<file path="src/rtl/rv32_pkg.sv">
// Shared encodings for the rv32 NPC core: writeback-source selector,
// load-size codes and the writeback-stage FSM state encoding.
package rv32_pkg;

    typedef enum logic [1:0] {
        WB_SEL_ALU  = 2'd0,
        WB_SEL_LOAD = 2'd1,
        WB_SEL_SNPC = 2'd2,
        WB_SEL_CSR  = 2'd3
    } wb_sel_e;

    typedef enum logic [1:0] {
        LD_SIZE_B   = 2'd0,
        LD_SIZE_H   = 2'd1,
        LD_SIZE_W   = 2'd2,
        LD_SIZE_RSV = 2'd3
    } ld_size_e;

    typedef enum logic [1:0] {
        ST_IDLE     = 2'd0,
        ST_WAIT_MEM = 2'd1,
        ST_COMMIT   = 2'd2
    } wbu_state_e;

    // A byte can never be misaligned; halves need bit 0 clear; words (and the
    // reserved size, which behaves as a word) need both low bits clear.
    function automatic logic ld_misaligned(input logic [1:0] size, input logic [1:0] addr_lo);
        logic mis;
        case (size)
            LD_SIZE_B: mis = 1'b0;
            LD_SIZE_H: mis = addr_lo[0];
            default:   mis = (addr_lo != 2'b00);
        endcase
        return mis;
    endfunction

endpackage

</file>
<file path="src/rtl/load_extend.sv">
// Combinational load-lane extraction with sign/zero extension and a
// misalignment flag. Misaligned accesses still return the lane selected by
// the address bits so the caller can decide what to do with the flag.
module load_extend
    import rv32_pkg::*;
#(
    parameter int XLEN = 32
) (
    input  logic [XLEN-1:0] rdata,
    input  logic [1:0]      size,
    input  logic            ld_unsigned,
    input  logic [1:0]      addr_lo,
    output logic [XLEN-1:0] data,
    output logic            misalign
);

    logic [7:0]  byte_lane_s;
    logic [15:0] half_lane_s;
    logic        byte_sign_s;
    logic        half_sign_s;

    // Pick the addressed byte / half lane; halves only use addr_lo[1].
    always_comb begin
        byte_lane_s = rdata[{addr_lo, 3'b000} +: 8];
        half_lane_s = rdata[{addr_lo[1], 4'b0000} +: 16];
        byte_sign_s = byte_lane_s[7] & ~ld_unsigned;
        half_sign_s = half_lane_s[15] & ~ld_unsigned;
    end

    // Extend the selected lane according to the access size.
    always_comb begin
        case (size)
            LD_SIZE_B: data = {{(XLEN-8){byte_sign_s}}, byte_lane_s};
            LD_SIZE_H: data = {{(XLEN-16){half_sign_s}}, half_lane_s};
            default:   data = rdata;
        endcase
        misalign = ld_misaligned(size, addr_lo);
    end

endmodule

</file>
<file path="src/rtl/wbu_pipe.sv">
// Writeback stage of the rv32 NPC core. Accepts one retiring instruction,
// waits for the memory response on loads, then drives a one-cycle
// register-file write and commit pulse from registered outputs.
module wbu_pipe
    import rv32_pkg::*;
#(
    parameter int XLEN      = 32,
    parameter int RF_ADDR_W = 5,
    parameter int SEL_W     = 2
) (
    input  logic                 clock,
    input  logic                 reset,
    input  logic                 in_valid,
    output logic                 in_ready,
    input  logic [SEL_W-1:0]     in_wb_sel,
    input  logic [XLEN-1:0]      in_alu_result,
    input  logic [XLEN-1:0]      in_snpc,
    input  logic [XLEN-1:0]      in_csr_rdata,
    input  logic [RF_ADDR_W-1:0] in_rd,
    input  logic                 in_rf_wen,
    input  logic [1:0]           in_ld_size,
    input  logic                 in_ld_unsigned,
    input  logic [1:0]           in_addr_lo,
    input  logic                 mem_rvalid,
    input  logic [XLEN-1:0]      mem_rdata,
    output logic                 rf_wen,
    output logic [RF_ADDR_W-1:0] rf_waddr,
    output logic [XLEN-1:0]      rf_wdata,
    output logic                 commit_valid,
    output logic                 commit_misalign
);

    wbu_state_e           state_q, state_d;

    // Fields of the accepted instruction needed while a load is outstanding
    logic [RF_ADDR_W-1:0] rd_q, rd_d;
    logic                 wen_cap_q, wen_cap_d;
    logic [1:0]           ld_size_q, ld_size_d;
    logic                 ld_uns_q, ld_uns_d;
    logic [1:0]           addr_lo_q, addr_lo_d;

    // Registered outputs
    logic                 rf_wen_q, rf_wen_d;
    logic [RF_ADDR_W-1:0] rf_waddr_q, rf_waddr_d;
    logic [XLEN-1:0]      rf_wdata_q, rf_wdata_d;
    logic                 commit_valid_q, commit_valid_d;
    logic                 commit_misalign_q, commit_misalign_d;

    logic                 accept_s;
    logic                 is_load_s;
    logic [XLEN-1:0]      direct_wdata_s;
    logic [XLEN-1:0]      ld_data_s;
    logic                 ld_misalign_s;

    load_extend #(.XLEN(XLEN)) u_load_extend (
        .rdata       (mem_rdata),
        .size        (ld_size_q),
        .ld_unsigned (ld_uns_q),
        .addr_lo     (addr_lo_q),
        .data        (ld_data_s),
        .misalign    (ld_misalign_s)
    );

    // Handshake decode and non-load writeback source selection.
    always_comb begin
        in_ready  = (state_q == ST_IDLE);
        accept_s  = in_valid && (state_q == ST_IDLE);
        is_load_s = (in_wb_sel == SEL_W'(WB_SEL_LOAD));
        case (in_wb_sel)
            SEL_W'(WB_SEL_SNPC): direct_wdata_s = in_snpc;
            SEL_W'(WB_SEL_CSR):  direct_wdata_s = in_csr_rdata;
            default:             direct_wdata_s = in_alu_result;
        endcase
    end

    // Next-state logic.
    always_comb begin
        state_d = state_q;
        case (state_q)
            ST_IDLE: begin
                if (accept_s) begin
                    state_d = is_load_s ? ST_WAIT_MEM : ST_COMMIT;
                end else begin
                    state_d = ST_IDLE;
                end
            end
            ST_WAIT_MEM: begin
                if (mem_rvalid) begin
                    state_d = ST_COMMIT;
                end else begin
                    state_d = ST_WAIT_MEM;
                end
            end
            ST_COMMIT: state_d = ST_IDLE;
            default:   state_d = ST_IDLE;
        endcase
    end

    // Capture instruction fields on acceptance.
    always_comb begin
        rd_d      = rd_q;
        wen_cap_d = wen_cap_q;
        ld_size_d = ld_size_q;
        ld_uns_d  = ld_uns_q;
        addr_lo_d = addr_lo_q;
        if (accept_s) begin
            rd_d      = in_rd;
            wen_cap_d = in_rf_wen;
            ld_size_d = in_ld_size;
            ld_uns_d  = in_ld_unsigned;
            addr_lo_d = in_addr_lo;
        end else begin
            rd_d = rd_q;
        end
    end

    // Output logic: load the output registers on the edge that enters COMMIT
    // so they are visible for exactly the COMMIT cycle.
    always_comb begin
        rf_wen_d          = 1'b0;
        commit_valid_d    = 1'b0;
        commit_misalign_d = 1'b0;
        rf_waddr_d        = rf_waddr_q;
        rf_wdata_d        = rf_wdata_q;
        case (state_q)
            ST_IDLE: begin
                if (accept_s && !is_load_s) begin
                    commit_valid_d = 1'b1;
                    rf_wen_d       = in_rf_wen && (in_rd != '0);
                    rf_waddr_d     = in_rd;
                    rf_wdata_d     = direct_wdata_s;
                end else begin
                    commit_valid_d = 1'b0;
                end
            end
            ST_WAIT_MEM: begin
                if (mem_rvalid) begin
                    commit_valid_d    = 1'b1;
                    rf_wen_d          = wen_cap_q && (rd_q != '0);
                    rf_waddr_d        = rd_q;
                    rf_wdata_d        = ld_data_s;
                    commit_misalign_d = ld_misalign_s;
                end else begin
                    commit_valid_d = 1'b0;
                end
            end
            default: commit_valid_d = 1'b0;
        endcase
    end

    // State, captured fields and output registers with synchronous reset.
    always_ff @(posedge clock) begin
        if (reset) begin
            state_q           <= ST_IDLE;
            rd_q              <= '0;
            wen_cap_q         <= 1'b0;
            ld_size_q         <= 2'b00;
            ld_uns_q          <= 1'b0;
            addr_lo_q         <= 2'b00;
            rf_wen_q          <= 1'b0;
            rf_waddr_q        <= '0;
            rf_wdata_q        <= '0;
            commit_valid_q    <= 1'b0;
            commit_misalign_q <= 1'b0;
        end else begin
            state_q           <= state_d;
            rd_q              <= rd_d;
            wen_cap_q         <= wen_cap_d;
            ld_size_q         <= ld_size_d;
            ld_uns_q          <= ld_uns_d;
            addr_lo_q         <= addr_lo_d;
            rf_wen_q          <= rf_wen_d;
            rf_waddr_q        <= rf_waddr_d;
            rf_wdata_q        <= rf_wdata_d;
            commit_valid_q    <= commit_valid_d;
            commit_misalign_q <= commit_misalign_d;
        end
    end

    assign rf_wen          = rf_wen_q;
    assign rf_waddr        = rf_waddr_q;
    assign rf_wdata        = rf_wdata_q;
    assign commit_valid    = commit_valid_q;
    assign commit_misalign = commit_misalign_q;

endmodule

</file>
<file path="config.mk">
export PLATFORM = sky130hd
export DESIGN_NAME = wbu_pipe
export DESIGN_NICKNAME = d
export VERILOG_FILES = /design/src/rtl/rv32_pkg.sv /design/src/rtl/load_extend.sv /design/src/rtl/wbu_pipe.sv
export SDC_FILE = /design/constraint.sdc
export NUM_CORES = 1
export LEC_CHECK = 0
export BUFFER_PORTS_ARGS = -buffer_cell sky130_fd_sc_hd__buf_2
export CELL_PAD_IN_SITES_DETAIL_PLACEMENT = 1
export CELL_PAD_IN_SITES_GLOBAL_PLACEMENT = 2
export CORE_ASPECT_RATIO = 2
export CORE_MARGIN = 2
export CORE_UTILIZATION = 26
export CTS_BUF_LIST = sky130_fd_sc_hd__clkbuf_2
export DETAILED_ROUTE_END_ITERATION = 6
export GPL_TIMING_DRIVEN = 0
export PLACE_DENSITY_LB_ADDON = 0.25
export SLEW_MARGIN = 20
export SYNTH_ARGS = -nofsm -noshare
export SYNTH_HDL_FRONTEND = slang
export SYNTH_SLANG_ARGS = --single-unit
</file>
<file path="constraint.sdc">
create_clock -name clock -period 4.05 [get_ports clock]
set_clock_uncertainty 0.2 [all_clocks]
set_input_delay 0.81 -clock clock [delete_from_list [all_inputs] [get_ports clock]]
set_output_delay 0.81 -clock clock [all_outputs]
set_load 0.005 [all_outputs]
</file>
==> results of run 1 <==
-- through the flow --
step                      hold slack (ns)  utilization, %  cells
after floorplan                     0.237               -    454
after CTS                           0.282            35.8    798
final                               0.277            35.8    799
after global placement              0.245            35.3    790
after global routing                0.274            35.8    799
after detailed placement            0.249            35.3    790
-- cells by family (layout without fill, tap and decap cells) --
group	after synthesis	after routing	share of synthesized area, %
compound gates	142	142	30.9
simple gates	140	140	17.0
buf+inv	75	267	8.94
flops	52	52	30.0
mux	45	45	13.1
other cells	0	1	0
-- metal layers --
layer / part of all wire [%] / global-route usage (%)
met2: 55 / 40.1
met1: 36 / 21.1
met3: 6.3 / 4.19
met4: 2.7 / 6.90
met5: 0 / 0
-- synth_stat cells (all sizes together) --
cell	instances	share of area, %
a211oi	12	2.6
o22ai	6	1.1
a21o	1	0.22
o2111ai	9	2.3
o311ai	7	1.8
or2	1	0.18
nand2b	4	0.79
nor2	60	6.5
or3b	1	0.25
mux2	1	0.43
o41ai	1	0.79
a311oi	2	0.50
dfxtp	52	30
mux2i	44	13
clkbuf	18	1.9
a221oi	6	1.5
and2	1	0.18
o221ai	2	0.50
nor3	16	2.3
a32o	1	0.29
o32ai	16	6.2
or4	2	0.43
o21ai	16	2.3
nand3b	2	0.43
o211ai	1	0.22
a221o	7	2.0
nor2b	3	0.54
buf	23	3.3
a31oi	3	0.72
a21oi	49	7.2
inv	34	3.7
a211o	2	0.50
o21a	1	0.22
nand2	50	5.4
-- how the worst max path moves through the flow --
stage,from,endpoint,slack [ns],cells past startpoint
6_report,in_wb_sel[1],rf_wdata[4]$_SDFFE_PP0P_,1.54,7
3_3_place_gp,in_wb_sel[1],rf_wdata[4]$_SDFFE_PP0P_,1.11,7
5_1_grt,in_wb_sel[1],rf_wdata[4]$_SDFFE_PP0P_,1.43,7
2_1_floorplan,in_wb_sel[0],rf_wdata[22]$_SDFFE_PP0P_,1.67,8
4_1_cts,in_wb_sel[1],rf_wdata[4]$_SDFFE_PP0P_,1.59,7
3_5_place_dp,in_wb_sel[1],rf_wdata[4]$_SDFFE_PP0P_,1.09,7
-- state kept, by name, indices dropped and copies added (netlist names) --
signal           count
rf_wdata            32
rf_waddr             5
ld_size_q            2
rf_wen               1
ld_uns_q             1
state_q              2
rd_q                 5
commit_misalign      1
addr_lo_q            2
wen_cap_q            1
-- worst min-delay path, cell delays in order, from the launching register on --
cell and delay (ns):
dfxtp_1 0.38, inv_1 0.05, o32ai_1 0.06
-- power breakdown --
part	total [mW]	leakage [nW]	switching, mW	internal [mW]
clock	0.284	0.0390	0.182	0.103
combinational	0.403	1.72	0.225	0.178
sequential	0.583	0.428	0.0263	0.557
total	1.27	2.19	0.433	0.837
-- area by class of cell --
cell class,instances,area (sq um)
fill,1702,8340
timing repair buffer,184,921
antenna,1,2.50
inverter,34,128
buffer,41,183
tap,152,190
multi-input combinational,327,2120
clock inverter,3,42.5
sequential,52,1040
clock buffer,5,25.0
==> reports/results.ini, run 1 <==
[floorplanning]
core_sq_um=13000
ios=186
design.die.area_sq_um=14300
die_w_um=85.7
placementRows=59
start_util_pct=26.7
die_h_um=167

[routing]
drc_errors=0
num_vias=4142
drt_iter0_markers=146
vias_per_cell=5.18
final_antenna_net_count=0
drtPass1Iterations=6
wirelength_mm=15.1
wl_per_cell_um=18.9

[run]
cap_violations=0

[pwr]
power_leakage_nw=2.19
ir_drop_uv=165
p_per_area_nw_per_um2=273
finalPower_mw=1.27

[setup_path]
path_cells=buf_2 -> clkbuf_1 -> buf_1 -> nor2_1 -> a211oi_1 -> nor3_1 -> nor3_1
cpMostUsedCell=nor3_1
crit_fanout=10
r2r_cells=5
critical_path_required_ns=4.26
r2r_end=rf_wdata[9]$_SDFFE_PP0P_
endpoint_kind=flip-flop
cp_slowest_cell=buf_1
path_delay_family=buffers and inverters
start_kind=input pin
cp.arrival_ns=2.72
r2r_slack_ns=1.75
reg2reg_from=addr_lo_q[1]$_SDFFE_PP0N_
path_class=in -> reg
worstPathBufferInverterCount=3
critPathMaxStageDelay_ns=0.61

[synth]
seq_area_frac_synth_pct=30.0
yosys_warnings=0
syn_inst=454
syn-num-nets=599
syn_area_sq_um=3470
syn_area_per_cell_sq_um=7.64
synth.distinct_cells=40
synth-seq-cells=52

[min_path]
holdCritStartpoint=rf_wdata[16]$_SDFFE_PP0P_
min_path_cells=2
hold_class=reg -> reg
worstHoldEndpoint=rf_wdata[16]$_SDFFE_PP0P_

[clock_tree]
htree_num_levels=2
clock-root-buffer=clkbuf_2
clkTransAtPathRegs_ns=0.29
post_cts_buffers=0
clock_latency_ns=0.47
cts_buffer_depth=2
cts_buffers=5
cts_resized=0
cts.sinks=52
cts_tree=built
hold_buffers=0

[global_routing]
antenna_found_initial=1
grt_max_degree=17
grtUsageTotal_pct=20.6
grt_pass1_wl_mm=23.3
overflow=0
grt_pass1_vias=4565

[sta]
period_needed_ns=2.51
worstMarginPinSlew_ns=0.701
hold_viol_final=0
slew_headroom_pct=53.3
maxSlewViolCount=0
setup_ws_ns=1.54
rsz0062_at_grt=no
fin_tns_setup_ns=0
fin_crit_sh_pct=62.1
max_freq_mhz=398
setup_viol=0

[placed_design]
dpl-instance-area_sq_um=4580
place_ws_ns=1.09
io_buffers=184
dpl.hpwl_mm=12.7
gp_congestion=0.885

[finish]
layout-drive-gt1-share_pct=35.0
syn_to_final_growth_pct=34.0
mostFrequentLayoutCell=buf_2
fin_nets=790
layout_common_cells=201 x buf_2, 60 x nor2_1, 52 x dfxtp_1
final_area_sq_um=4650

[status]
status=completed

Power figures use the tool's default switching activity.
==> inputs of run 2 (changes only) <==
--- a/config.mk
+++ b/config.mk
@@ -5,12 +5,13 @@
 export SDC_FILE = /design/constraint.sdc
 export NUM_CORES = 1
 export LEC_CHECK = 0
+export ABC_AREA = 1
 export BUFFER_PORTS_ARGS = -buffer_cell sky130_fd_sc_hd__buf_2
 export CELL_PAD_IN_SITES_DETAIL_PLACEMENT = 1
 export CELL_PAD_IN_SITES_GLOBAL_PLACEMENT = 2
 export CORE_ASPECT_RATIO = 2
 export CORE_MARGIN = 2
-export CORE_UTILIZATION = 26
+export CORE_UTILIZATION = 20
 export CTS_BUF_LIST = sky130_fd_sc_hd__clkbuf_2
 export DETAILED_ROUTE_END_ITERATION = 6
 export GPL_TIMING_DRIVEN = 0
==> constraint.sdc (replaced) <==
create_clock -name clock -period 2.2 [get_ports clock]
set_clock_uncertainty 0.2 [all_clocks]
set_input_delay 0.44 -clock clock [delete_from_list [all_inputs] [get_ports clock]]
set_output_delay 0.44 -clock clock [all_outputs]
set_load 0.005 [all_outputs]
==> run 2 against run 1 <==
Sequential share of layout area fell by 0.77 points. Flip-flop and latch count did not move. Highest routed layer is now met5. Routed wire length rose by 8.9%.
==> reports/results.ini, run 2 <==
[routing]
final_antenna_net_count=0  ; unchanged
vias_per_cell=4.59  ; -11%
drc_errors=0  ; unchanged
wl_per_cell_um=16.8  ; -11%
drt_iter0_markers=122  ; -16%
num_vias=4500  ; +8.6%
wirelength_mm=16.4  ; +8.9%
drtPass1Iterations=4  ; -2

[sta]
worstMarginPinSlew_ns=0.753  ; +0.0517 ns
max_freq_mhz=527
hold_viol_final=0  ; unchanged
setup_ws_ns=0.301  ; -1.24 ns
hold_ws_ns=0.0673  ; -0.209 ns
fin_tns_setup_ns=0  ; unchanged
fin_crit_sh_pct=86.3
rsz0062_at_grt=no
slew_headroom_pct=49.8  ; -3.4 points
setup_viol=0  ; unchanged
period_needed_ns=1.90
maxSlewViolCount=0  ; unchanged

[synth]
synth_compound_area_share_pct=23.6  ; -7.3 points
yosys_warnings=0  ; unchanged
synth-adder-area-share_pct=0  ; unchanged
seq_area_frac_synth_pct=30.2  ; +0.15 points
syn_inst=564  ; +24%
synth-seq-cells=52  ; unchanged
synth_top_family_by_area=simple AND/OR/NAND/NOR gates
synth_area_leader_cell=dfxtp_1
syn-num-nets=709  ; +18%
synth-edff-count=0  ; unchanged
yosys.cell_count.top_type=nand2_1
syn_area_per_cell_sq_um=6.12  ; -20%
synthMuxAreaShare_pct=0  ; -13 points
synthTopCellsByCount=204 x nand2_1, 64 x a21oi_1, 62 x o21ai_0
synth_ff_type=dfxtp_1
synth.distinct_cells=27  ; -33%
synth_xor_area_share_pct=0  ; unchanged
synthArstFlopShare_pct=0  ; unchanged
synthTopCellsByArea=dfxtp_1 30%, nand2_1 22%, a21oi_1 9.3%, o21ai_0 9.0%, nand3_1 5.9%
syn_area_sq_um=3450  ; -0.50%
synth-simple-area-share_pct=36.6  ; +20 points
netlist.area_leader.share_pct=30.2  ; +0.15 points

[global_routing]
grt_pass1_vias=4702  ; +3.0%
grtUsageTotal_pct=17.5  ; -3.1 points
overflow=0  ; unchanged
grt_pass1_wl_mm=25.4  ; +9.1%
grt_max_degree=20  ; +3
antenna_found_initial=2  ; +1

[setup_path]
reg2reg_from=ld_size_q[1]$_SDFFE_PP0N_
critical_path_required_ns=2.46  ; -1.80 ns
start_kind=flip-flop
endpoint_kind=flip-flop
r2r_cells=6  ; +1
crit_end=rf_wdata[0]$_SDFFE_PP0P_
cp.arrival_ns=2.16  ; -0.56 ns
critPathLaunch=ld_size_q[1]$_SDFFE_PP0N_
r2r_slack_ns=0.30  ; -1.45 ns
r2r_end=rf_wdata[0]$_SDFFE_PP0P_
path_class=reg -> reg
crit_fanout=8  ; -2

[finish]
syn_to_final_growth_pct=39.5
largest_reg_flops=32  ; unchanged
fin_nets=913  ; +16%
mostFrequentLayoutCell=nand2_1
stdcell_count=980  ; +23%
layout-drive-gt1-share_pct=31.2  ; -3.8 points
layout_common_cells=204 x nand2_1, 191 x buf_2, 64 x a21oi_1

[floorplanning]
core_sq_um=17100  ; +32%
design.die.area_sq_um=18400  ; +28%
start_util_pct=20.2  ; -6.5 points
ios=186  ; unchanged
die_w_um=96.9  ; +13%
die_h_um=190  ; +13%
placementRows=68  ; +15%

[clock_tree]
hold_buffers=12  ; +12
clock-root-buffer=clkbuf_2
cts_buffer_depth=2  ; unchanged
htree_num_levels=2  ; unchanged
cts.sinks=52  ; unchanged
clock_latency_ns=0.54  ; +0.07 ns
cts_buffers=5  ; unchanged
cts_resized=0  ; unchanged
cts_tree=built
post_cts_buffers=0  ; unchanged
clkTransAtPathRegs_ns=0.38  ; +0.09 ns

[placed_design]
gp_congestion=0.830  ; -6.2%
io_buffers=185  ; +0.54%
place_ws_ns=-0.0726  ; -1.16 ns
dpl.hpwl_mm=13.3  ; +5.4%
numPlacedInstances=959  ; +21%

[pwr]
p_per_area_nw_per_um2=513  ; +88%
power_leakage_nw=2.39  ; +9.2%
ir_drop_uv=379  ; +130%

[run]
cap_violations=0  ; unchanged

[status]
status=completed

[min_path]
hold_class=in -> reg

run 2: area by class of cell:
class | instances | area (sq um)
clock inverter | 3 | 28.8
multi-input combinational | 445 | 2080
sequential | 52 | 1040
timing repair buffer | 197 | 1050
fill | 2273 | 12300
tap | 210 | 263
clock buffer | 5 | 25.0
buffer | 42 | 229
inverter | 25 | 104
antenna | 1 | 2.50
run 2: stage by stage:
stage	area [sq um]	util (%)	total power, mW
floorplan	3450	-	1.58
global placement	4640	27.1	1.98
detailed placement	4640	27.1	1.99
CTS	4810	28.2	2.51
global route	4820	28.2	2.65
finish	4820	28.2	2.47
run 2: worst min path at each step:
stage          slack [ns]                   endpoint  cells after the start              startpoint
6_report             0.07       rd_q[3]$_SDFFE_PP0N_                      4                in_valid
5_1_grt              0.04  addr_lo_q[1]$_SDFFE_PP0N_                      3           in_addr_lo[1]
4_1_cts              0.03  addr_lo_q[1]$_SDFFE_PP0N_                      3           in_addr_lo[1]
3_5_place_dp         0.26     wen_cap_q$_SDFFE_PP0N_                      2  wen_cap_q$_SDFFE_PP0N_
3_3_place_gp         0.25     wen_cap_q$_SDFFE_PP0N_                      2  wen_cap_q$_SDFFE_PP0N_
2_1_floorplan        0.23     wen_cap_q$_SDFFE_PP0N_                      2  wen_cap_q$_SDFFE_PP0N_
run 2: metal layers:
layer	vias to the layer above	wire (um)	GRT usage, %
li1	2283	-	-
met1	2055	7320	22.4
met2	144	7950	30.7
met3	16	846	2.72
met4	2	283	4.44
met5	-	13	0
run 2: kinds of logic (layout without fill, tap and decap cells):
family / count (synthesis) / after routing
simple gates: 294 / 294
compound gates: 151 / 151
buf+inv: 67 / 272
flops: 52 / 52
other cells: 0 / 1
run 2: critical path: stages, from the launching register on:
cell     delay [ns]
dfxtp_1        0.40
buf_6          0.13
a21oi_1        0.59
nand2_1        0.10
nand3_1        0.11
o21ai_0        0.13
a21oi_1        0.16
run 2: report_power, final:
group	internal [mW]	total [mW]	switching, mW
clock	0.0978	0.496	0.398
sequential	1.04	1.08	0.0431
combinational	0.361	0.895	0.535
total	1.49	2.47	0.976
==> inputs of run 3 (changes only) <==
--- a/config.mk
+++ b/config.mk
@@ -11,12 +11,12 @@
 export CELL_PAD_IN_SITES_GLOBAL_PLACEMENT = 2
 export CORE_ASPECT_RATIO = 2
 export CORE_MARGIN = 2
-export CORE_UTILIZATION = 20
+export CORE_UTILIZATION = 21
 export CTS_BUF_LIST = sky130_fd_sc_hd__clkbuf_2
 export DETAILED_ROUTE_END_ITERATION = 6
-export GPL_TIMING_DRIVEN = 0
 export PLACE_DENSITY_LB_ADDON = 0.25
 export SLEW_MARGIN = 20
 export SYNTH_ARGS = -nofsm -noshare
 export SYNTH_HDL_FRONTEND = slang
+export SYNTH_HIERARCHICAL = 1
 export SYNTH_SLANG_ARGS = --single-unit
==> run 3 against run 2 <==
Clock power up 3%. Sequential power about the same. Power up 6.8%. Fmax down 5.3%. Clock-buffer cell count unchanged. Setup slack worse by 0.11 ns. Cell count up 17%. Flip-flop and latch count unchanged. Synthesized cell count up 24%. Critical endpoint is now rf_wdata[9]$_SDFFE_PP0P_.
==> reports/results.ini, run 3 <==
[synth]
seq_area_frac_synth_pct=25.6  ; -4.5 points
syn_area_per_cell_sq_um=5.83  ; -4.8%
synth-seq-cells=52  ; unchanged
yosys_warnings=6  ; +6
syn_area_sq_um=4060  ; +18%
syn_inst=697  ; +24%
synthTopCellsByArea=dfxtp_1 26%, nand2_1 23%, nand3_1 16%, a21oi_2 4.3%, inv_1 3.9%
syn-num-nets=842  ; +19%
synthArstFlopShare_pct=0  ; unchanged
synth.distinct_cells=29  ; +7.4%
synth_area_leader_cell=dfxtp_1
synth_ff_type=dfxtp_1
synth-edff-count=0  ; unchanged
synthTopCellsByCount=248 x nand2_1, 128 x nand3_1, 52 x dfxtp_1
netlist.area_leader.share_pct=25.6  ; -4.5 points
yosys.cell_count.top_type=nand2_1

[sta]
rsz0062_at_grt=no
hold_ws_ns=0.0298  ; -0.0375 ns
max_freq_mhz=499  ; -5.3%
hold_viol_final=0  ; unchanged
maxSlewViolCount=0  ; unchanged
worstMarginPinSlew_ns=0.711  ; -0.0423 ns
fin_tns_setup_ns=0  ; unchanged
period_needed_ns=2.01  ; +0.107 ns
fin_crit_sh_pct=91.2  ; +4.8 points
setup_viol=0  ; unchanged
slew_headroom_pct=52.6  ; +2.8 points

[floorplanning]
placementRows=72  ; +5.9%
ios=186  ; unchanged
die_w_um=102  ; +5.6%
die_h_um=201  ; +5.7%
design.die.area_sq_um=20500  ; +12%
start_util_pct=21.2  ; +0.99 points
core_sq_um=19200  ; +12%

[finish]
syn_to_final_growth_pct=35.8
final_area_sq_um=5520  ; +15%
largest_reg_flops=32  ; unchanged
fin_nets=1027  ; +12%
layout_common_cells=247 x nand2_1, 185 x buf_2, 128 x nand3_1
stdcell_count=1146  ; +17%
mostFrequentLayoutCell=nand2_1
layout-drive-gt1-share_pct=31.5  ; +0.27 points

[routing]
wirelength_mm=19.1  ; +16%
num_vias=5096  ; +13%
vias_per_cell=4.45  ; -3.2%
wl_per_cell_um=16.6  ; -0.70%
drtPass1Iterations=4  ; unchanged
final_antenna_net_count=0  ; unchanged
drt_iter0_markers=109  ; -11%
drc_errors=0  ; unchanged

[setup_path]
cp.arrival_ns=2.31  ; +0.15 ns
worstPathBufferInverterCount=1  ; unchanged
path_cells=inv_4 -> nand2_1 -> nand2_2 -> nand2_2 -> nand2_2 -> nand2_4 -> nand3_1 -> or2_2 -> o21ai_1 -> a21oi_2
cp_slowest_cell=dfxtp_1
crit_fanout=24  ; +16
start_kind=flip-flop
cpMostUsedCell=nand2_2
path_class=reg -> reg
path_delay_family=simple AND/OR/NAND/NOR gates
critical_path_required_ns=2.50  ; +0.04 ns
endpoint_kind=flip-flop
critPathMaxStageDelay_ns=0.50  ; -0.09 ns

[clock_tree]
cts_buffers=5  ; unchanged
cts.sinks=52  ; unchanged
post_cts_buffers=0  ; unchanged
cts_tree=built
htree_num_levels=2  ; unchanged
clkTransAtPathRegs_ns=0.34  ; -0.04 ns
clock-root-buffer=clkbuf_2
cts_resized=0  ; unchanged
cts_buffer_depth=2  ; unchanged
clock_latency_ns=0.57  ; +0.03 ns

[placed_design]
io_buffers=185  ; unchanged
numPlacedInstances=1111  ; +16%
dpl.hpwl_mm=15.0  ; +12%
gp_congestion=0.801  ; -3.5%
dpl-instance-area_sq_um=5220  ; +13%

[pwr]
ir_drop_uv=192  ; -49%
p_switching_mw=1.07  ; +10%
power_leakage_nw=2.96  ; +24%
seqPwrFrac_pct=41.3  ; -2.4 points
swShare_pct=40.7  ; +1.2 points
p_int_mw=1.56  ; +4.6%
pwr-share-clk_pct=19.3  ; -0.8 points
p_per_area_nw_per_um2=478  ; -6.8%
p_comb_share_pct=39.4  ; +3.2 points

[global_routing]
antenna_found_initial=4  ; +2
grt_pass1_wl_mm=28.9  ; +14%
overflow=0  ; unchanged
grt_max_degree=73  ; +270%
grt_pass1_vias=5352  ; +14%
grtUsageTotal_pct=18.6  ; +1.1 points

[status]
status=completed

[min_path]
hold_class=in -> reg

[run]
cap_violations=0  ; unchanged

-- run 3: cell types whose count changed in the layout (fill, tap and decap cells not counted), sizes merged, moves of 2 or more --
cell         change
nand2           +45
inv             +24
clkbuf          -24
nand4           -17
nand3           +88
a21oi           -39
o21ai           -16
buf              +2
diode            +3
nor2            +14
a31oi            -5
dlygate4sd3     +11
or2             +32
-- run 3: what timing repair did --
| action | in CTS | in global routing |
|---|---|---|
| endpoints found under the setup margin | 0 | 0 |
| hold buffers | 23 | 0 |
| hold endpoints to repair | 25 | 0 |
-- run 3: path summary, 6_finish.rpt --
check                            startpoint  slack, ns  cells past startpoint                        end
setup reg to reg  addr_lo_q[1]$_SDFFE_PP0N_       0.19                     10   rf_wdata[9]$_SDFFE_PP0P_
hold reg to reg      wen_cap_q$_SDFFE_PP0N_       0.27                      2     wen_cap_q$_SDFFE_PP0N_
hold / removal            in_alu_result[30]       0.03                      5  rf_wdata[30]$_SDFFE_PP0P_
setup / recovery  addr_lo_q[1]$_SDFFE_PP0N_       0.19                     10   rf_wdata[9]$_SDFFE_PP0P_
-- run 3: metal layers --
| metal | up-vias | global-route usage [%] | share of wire (%) |
|---|---|---|---|
| met1 | 2383 | 18.1 | 35 |
| li1 | 2598 | - | - |
| met4 | 0 | 6.00 | 2.4 |
| met5 | - | 0 | 0 |
| met3 | 19 | 2.54 | 3.4 |
| met2 | 96 | 37.9 | 59 |
-- run 3: logic make-up after synthesis --
| logic type | Yosys count | share of synthesized area (%) |
|---|---|---|
| buf+inv | 99 | 11.5 |
| flops | 52 | 25.6 |
| simple gates | 455 | 49.7 |
| compound gates | 91 | 13.2 |
-- run 3: worst min-delay path: stages --
cell and delay [ns]:
buf_2 0.07, nand2_1 0.04, nand2_1 0.06, o21ai_1 0.07, a21oi_2 0.10
-- run 3: layout make-up --
cell class              count  area [sq um]
fillers                  2563         13700
diodes                      4          10.0
inverters                  49           188
clock inverters             3          28.8
flip-flops and latches     52          1040
repair buffers            228          1340
multi-input cells         546          2560
clock buffers               5          25.0
well taps                 259           324
-- run 3: power groups by stage --
stage          combinational (mW)  sequential (mW)  clock, mW
2_1_floorplan               0.615             1.10          0
3_3_place_gp                 1.02             1.11          0
3_5_place_dp                 1.03             1.11          0
4_1_cts                      1.07             1.09      0.556
5_1_grt                      1.18             1.10      0.574
6_report                     1.04             1.09      0.510
-- run 3: per-stage QoR --
step,utilization (%),setup slack [ns],power (mW)
finish,28.8,0.194,2.64
global route,28.7,0.00303,2.85
CTS,28.7,0.147,2.71
detailed placement,27.2,0.139,2.14
global placement,27.2,0.158,2.13
floorplan,-,0.429,1.72
